===== config.mk =====
export PLATFORM = sky130hd
export DESIGN_NAME = clock_gen
export DESIGN_NICKNAME = d
export VERILOG_FILES = /design/src/rtl/clock_gen_pkg.sv /design/src/rtl/udiv_seq.sv /design/src/rtl/clock_gen.sv
export SDC_FILE = /design/constraint.sdc
export NUM_CORES = 1
export LEC_CHECK = 0
export CAP_MARGIN = 40
export CORE_MARGIN = 8
export CORE_UTILIZATION = 25
export DETAILED_ROUTE_END_ITERATION = 10
export HOLD_SLACK_MARGIN = 0.12
export PLACE_DENSITY = 0.51
export REMOVE_ABC_BUFFERS = 1
export SETUP_SLACK_MARGIN = 0.15
export SYNTH_ARGS = -nofsm -noshare
export SYNTH_HDL_FRONTEND = slang
export SYNTH_SLANG_ARGS = --single-unit

===== constraint.sdc =====
create_clock -name clk_i -period 2.7 [get_ports clk_i]
set_input_delay 0.81 -clock clk_i [delete_from_list [all_inputs] [get_ports clk_i]]
set_output_delay 0.81 -clock clk_i [all_outputs]
set_load 0.02 [all_outputs]

===== src/rtl/clock_gen_pkg.sv =====
// Shared types and constants for the clock_gen NCO strobe generator.
// hz_to_incr() is a reference helper for benches; the datapath uses udiv_seq.
package clock_gen_pkg;

    localparam int FREQ_WIDTH = 32;

    typedef enum logic [1:0] {IDLE, DIV, RUN} clock_gen_state_t;

    // floor (or round-to-nearest) of hz * 2^32 / clk_hz for a 32-bit accumulator
    function automatic logic [31:0] hz_to_incr(input logic [31:0] hz,
                                               input logic [31:0] clk_hz,
                                               input logic        round_en);
        logic [63:0] num;
        logic [63:0] quo;
        num = {hz, 32'd0};
        if (round_en)
            num = num + {33'd0, clk_hz[31:1]};
        quo = num / {32'd0, clk_hz};
        return quo[31:0];
    endfunction

endpackage


===== src/rtl/udiv_seq.sv =====
// Sequential restoring divider, one quotient bit per cycle, Q_WIDTH cycles.
// Caller guarantees num_i[N_WIDTH-1:Q_WIDTH] < den_i (quotient fits Q_WIDTH).
module udiv_seq #(
    parameter int N_WIDTH = 64,
    parameter int D_WIDTH = 32,
    parameter int Q_WIDTH = 32
) (
    input  logic               clk_i,
    input  logic               rst_n_i,
    input  logic               start_i,
    input  logic [N_WIDTH-1:0] num_i,
    input  logic [D_WIDTH-1:0] den_i,
    output logic               done_o,
    output logic [Q_WIDTH-1:0] quotient_o
);
    localparam int RW = D_WIDTH + 1;
    localparam int CW = $clog2(Q_WIDTH + 1);

    logic [RW-1:0]      rem_q, rem_d, trial;
    logic [Q_WIDTH-1:0] quo_q, quo_d;
    logic [CW-1:0]      cnt_q, cnt_d;
    logic               done_q, done_d;
    logic               take;

    // quo_q doubles as the shift register feeding remaining numerator bits
    always_comb begin
        trial  = {rem_q[RW-2:0], quo_q[Q_WIDTH-1]};
        take   = (trial >= {1'b0, den_i});
        rem_d  = rem_q;
        quo_d  = quo_q;
        cnt_d  = cnt_q;
        done_d = 1'b0;
        if (start_i) begin
            rem_d = RW'(num_i[N_WIDTH-1:Q_WIDTH]);
            quo_d = num_i[Q_WIDTH-1:0];
            cnt_d = CW'(Q_WIDTH);
        end else if (cnt_q != '0) begin
            rem_d  = take ? (trial - {1'b0, den_i}) : trial;
            quo_d  = {quo_q[Q_WIDTH-2:0], take};
            cnt_d  = cnt_q - CW'(1);
            done_d = (cnt_q == CW'(1));
        end
    end

    always_ff @(posedge clk_i or negedge rst_n_i) begin
        if (!rst_n_i) begin
            rem_q  <= '0;
            quo_q  <= '0;
            cnt_q  <= '0;
            done_q <= 1'b0;
        end else begin
            rem_q  <= rem_d;
            quo_q  <= quo_d;
            cnt_q  <= cnt_d;
            done_q <= done_d;
        end
    end

    assign done_o     = done_q;
    assign quotient_o = quo_q;

endmodule


===== src/rtl/clock_gen.sv =====
// Programmable NCO square-wave / strobe generator driven by a Hz request.
// Build option: define CLOCK_GEN_ROUND_EN for round-to-nearest increments.
module clock_gen
    import clock_gen_pkg::*;
#(
    parameter int CLK_MHZ   = 100,
    parameter int ACC_WIDTH = 32
) (
    input  logic                  clk_i,
    input  logic                  a_rst_n_i,
    input  logic                  en_i,
    input  logic [FREQ_WIDTH-1:0] freq_val_i,
    input  logic                  freq_vld_i,
    output logic                  freq_rdy_o,
    output logic                  gen_clk_o,
    output logic                  gen_stb_o,
    output logic                  err_o
);
    localparam logic [FREQ_WIDTH-1:0] CLK_HZ  = FREQ_WIDTH'(CLK_MHZ * 1_000_000);
    localparam logic [FREQ_WIDTH-1:0] HALF_HZ = CLK_HZ >> 1;
    localparam int                    NUM_W   = FREQ_WIDTH + ACC_WIDTH;

    clock_gen_state_t     state_q, state_d;
    logic [ACC_WIDTH-1:0] incr_q, incr_d;
    logic [ACC_WIDTH-1:0] acc_q, acc_d;
    logic                 err_q, err_d;
    logic                 clk_q, clk_d;
    logic                 stb_q, stb_d;

    logic                 xfer, in_range, div_start, div_done;
    logic [NUM_W-1:0]     div_num;
    logic [ACC_WIDTH-1:0] div_quot;

    assign freq_rdy_o = (state_q != DIV);
    assign xfer       = freq_vld_i & freq_rdy_o;
    assign in_range   = (freq_val_i <= HALF_HZ);
    assign div_start  = xfer & in_range;

`ifdef CLOCK_GEN_ROUND_EN
    assign div_num = {freq_val_i, {ACC_WIDTH{1'b0}}} + NUM_W'(HALF_HZ);
`else
    assign div_num = {freq_val_i, {ACC_WIDTH{1'b0}}};
`endif

    udiv_seq #(
        .N_WIDTH(NUM_W),
        .D_WIDTH(FREQ_WIDTH),
        .Q_WIDTH(ACC_WIDTH)
    ) u_div (
        .clk_i     (clk_i),
        .rst_n_i   (a_rst_n_i),
        .start_i   (div_start),
        .num_i     (div_num),
        .den_i     (CLK_HZ),
        .done_o    (div_done),
        .quotient_o(div_quot)
    );

    always_comb begin
        state_d = state_q;
        unique case (state_q)
            IDLE, RUN: if (div_start) state_d = DIV;
            DIV:       if (div_done)  state_d = RUN;
            default:   state_d = IDLE;
        endcase
    end

    // an accepted request always updates err: out-of-range sets, in-range clears
    always_comb begin
        err_d  = xfer ? ~in_range : err_q;
        incr_d = div_done ? div_quot : incr_q;
        acc_d  = en_i ? (acc_q + incr_q) : '0;
        clk_d  = en_i & acc_q[ACC_WIDTH-1];
        stb_d  = en_i & acc_q[ACC_WIDTH-1] & ~clk_q;
    end

    always_ff @(posedge clk_i or negedge a_rst_n_i) begin
        if (!a_rst_n_i) begin
            state_q <= IDLE;
            incr_q  <= '0;
            acc_q   <= '0;
            err_q   <= 1'b0;
            clk_q   <= 1'b0;
            stb_q   <= 1'b0;
        end else begin
            state_q <= state_d;
            incr_q  <= incr_d;
            acc_q   <= acc_d;
            err_q   <= err_d;
            clk_q   <= clk_d;
            stb_q   <= stb_d;
        end
    end

    assign gen_clk_o = clk_q;
    assign gen_stb_o = stb_q;
    assign err_o     = err_q;

endmodule


==> results.md <==
- Status: finished clean
- Clock sinks: 140
- Aggregate routed wire length: 21.7 mm
- Ant diodes: 0
- Static Leak: 4.42 nW
- Port bufs: 39
- Area growth, synth to finish: 27.2%
- GPL Wtd Cong: 0.828
- Die height: 195 um
- Switching share of power: 41.0%
- CTS max path bufs: 2
- Routed length on met3: 583 um
- Total grt overflow: 0
- #FFs+latches synth: 140
- Max cap viols: 0
- EDFF count, synth: 0
- Initial antenna violation count: 0
- Least-Margin Pin Slew: 0.526 ns
- Placed Area: 9380 um2
- Starting density of the core: 25.3%
- Layout cell share with drive strength beyond 1: 17.8%
- Die W: 195 um
- ANT nets after route: 0
- Internal: 6.95 mW
- Cells after DPL: 1357
- Met2 wire length: 9.92 mm
- CP startpoint kind: input pin
- Crit share post-route: 92.5%
- Logic pwr share: 46.4%
- Hold crit path type: input pin to asynchronous set/reset pin
- Yosys cell types: 66
- Num CTS Buffers: 17
- Setup WS post-layout: 0.203 ns
- DP HPWL: 15.2 mm
- Final Max Tran Viols: 0
- Worst Path Max Fanout: 21
- Relative slew slack: 64.6%
- Row count: 65
- Clk pin slew, worst setup/hold paths: 0.08 ns
- Crit end category: flip-flop
- P_sw: 4.82 mW
- Clk pwr share: 20.3%
- Final nets: 1053
- H-tree depth: 4
- Gr usage total: 11.5%
- R2R cell count: 12
- Max rail drop VDD: 0.000427 V
- Ys async rst share: 100%
- CP Data Arrival Time: 2.87 ns
- PD cells: 1160 nW/um2
- Final core occ: 32.2%
- Fmax: 401 MHz
- Seq pwr share: 33.2%
- CTS Hold Bufs: 0
- Most common flop cell mapped by yosys: dfrtp_1
- Fin area: 10200 um2
- Core region area: 31600 um2
- Number of fill cells in the layout: 3310
- Vias per inst: 4.90
- Skew-Pair Late Insertion Delay: 0.43 ns
- Critical Path RT: 3.08 ns
- I/O pin total: 40
- Non-Filler Instances: 1395
- Final setup violation count: 0
- CTS tree: yes
- First-pass GRT wire length: 36.1 mm
- Vias in the first global route: 6852
- Reg2reg setup slack: 0.28 ns
- RSZ-0062 raised after global routing: yes
- WL/cell: 15.5 um
- Place WS: -0.438 ns
- Top layer in use: met4
- DRT met1 WL: 10.9 mm
- Die area: 38000 um2
- Reg-to-Reg Start: incr_q[0]
- Synthesized cell area: 8000 um2
- DR iter-0 viols: 445
- Setup Skew: 0.0129 ns
- Post-synthesis sequential area ratio: 43.8%
- Post-route DRC: 0
- Worst setup path category: input pin to flip-flop
- YS warnings: 0
- Syn Inst Count: 883
- Post-Syn Area per Cell: 9.06 um2
- Reg-to-reg endpoint: acc_q[24]
- Via count: 6831
- DRT Pass-1 Iters: 4
- Tmin final: 2.50 ns
- Largest net degree at the start of global routing: 48
- Endpoints failing hold: 0
- Root buffer cell: clkbuf_16
[cell usage after synthesis (17+ instances only)]
cell        n  area share (%)
nand4_1    17             1.3
nand2_1   146             6.9
o21ai_0    39             2.4
nor3_1     17             1.1
ha_1       36             5.6
mux2_2     31             4.4
a21o_1     20             1.9
inv_1      19            0.89
a21oi_1    85             5.3
clkbuf_1   32             1.5
nor2_1     71             3.3
xnor2_1    17             1.9
dfrtp_1   140              44
[power by group through the flow]
stage               clock [mW]  combinational [mW]  sequential (mW)
detailed placement           0                5.34             3.92
floorplan                    0                3.96             3.69
global placement             0                5.29             3.92
global route              2.55                6.18             4.06
CTS                       2.46                5.40             3.91
finish                    2.39                5.46             3.91
[how the worst max path moves through the flow]
stage	start	endpoint	slack, ns	cells after the start
floorplan	freq_val_i[19]	u_div.rem_q[19]	-1.72	7
global placement	freq_val_i[17]	u_div.rem_q[31]	-0.33	8
detailed placement	freq_val_i[19]	u_div.rem_q[31]	-0.44	8
CTS	incr_q[3]	acc_q[25]	0.17	9
global route	freq_val_i[24]	u_div.rem_q[9]	0.11	9
finish	freq_val_i[24]	u_div.rem_q[17]	0.20	8
[what timing repair did]
item,4_1_cts,5_1_grt
pin swaps,2,10
gates resized for setup,6,20
setup endpoints to repair,15,78
setup buffers,1,4
gates cloned,0,1
[logic make-up (layout without fill, tap and decap cells)]
logic type      Yosys count  after routing  share of synthesized area [%]
simple gates            342            342                           20.4
fa+ha+maj                37             37                           5.88
buf+inv                  60            170                           2.96
compound gates          234            234                           18.1
flops                   140            140                           43.8
mux                      42             42                           5.74
xor+xnor                 28             28                           3.07
[flip-flops by register name, summed over array words and instances (netlist names)]
signal,count
acc_q,32
incr_q,32
u_div.quotient_o,32
u_div.rem_q,32
u_div.cnt_q,6
state_q,2
err_o,1
gen_clk_o,1
gen_stb_o,1
u_div.done_o,1
[cell type report]
class	instances	area, um2	share of cell area [%]
Clock inverter	15	168	1.65
Multi-Input combinational cell	683	4390	43.2
Sequential cell	140	3500	34.4
Timing Repair Buffer	119	1110	10.9
Tap cell	402	503	4.94
Clock buffer	17	425	4.18
Inverter	19	71.3	0.701
[layer usage]
metal | vias to the layer above | GRT usage (%)
met4 | 0 | 3.17
met1 | 3315 | 16.0
met3 | 22 | 2.04
li1 | 3374 | -
met2 | 120 | 18.0
met5 | - | 0
[critical path, stage by stage]
cell and delay, ns:
clkdlybuf4s50_1 0.45, nand3b_1 0.22, nor4_4 0.29, nand3_2 0.18, o31a_4 0.43, buf_12 0.17
a311oi_1 0.21, a21o_1 0.11
[through the flow]
stage | TNS [ns] | total power, mW | hold slack, ns
floorplan | -52.86 | 7.65 | 0.441
global route | 0 | 12.8 | 0.223
detailed placement | -18.40 | 9.26 | 0.418
global placement | -15.64 | 9.21 | 0.418
CTS | 0 | 11.8 | 0.221
finish | 0 | 11.8 | 0.231
[layout by cell type (no fill, tap or decap), types with 9 or more instances in the layout]
| cell | n |
|---|---|
| nand2_1 | 143 |
| dfrtp_1 | 140 |
| a21oi_1 | 83 |
| nor2_1 | 71 |
| buf_4 | 71 |
| o21ai_0 | 38 |
| clkdlybuf4s50_1 | 38 |
| ha_1 | 35 |
| mux2_2 | 31 |
| a21o_1 | 20 |
| inv_1 | 19 |
| clkbuf_16 | 18 |
| nor3_1 | 17 |
| nand4_1 | 17 |
| xnor2_1 | 17 |
| a31oi_1 | 15 |
| nand2b_1 | 11 |
| nand3_1 | 11 |
| mux2i_1 | 11 |
| xor2_1 | 11 |
| o22ai_1 | 10 |
| a211oi_1 | 9 |
(Power assumes the default switching activity.)
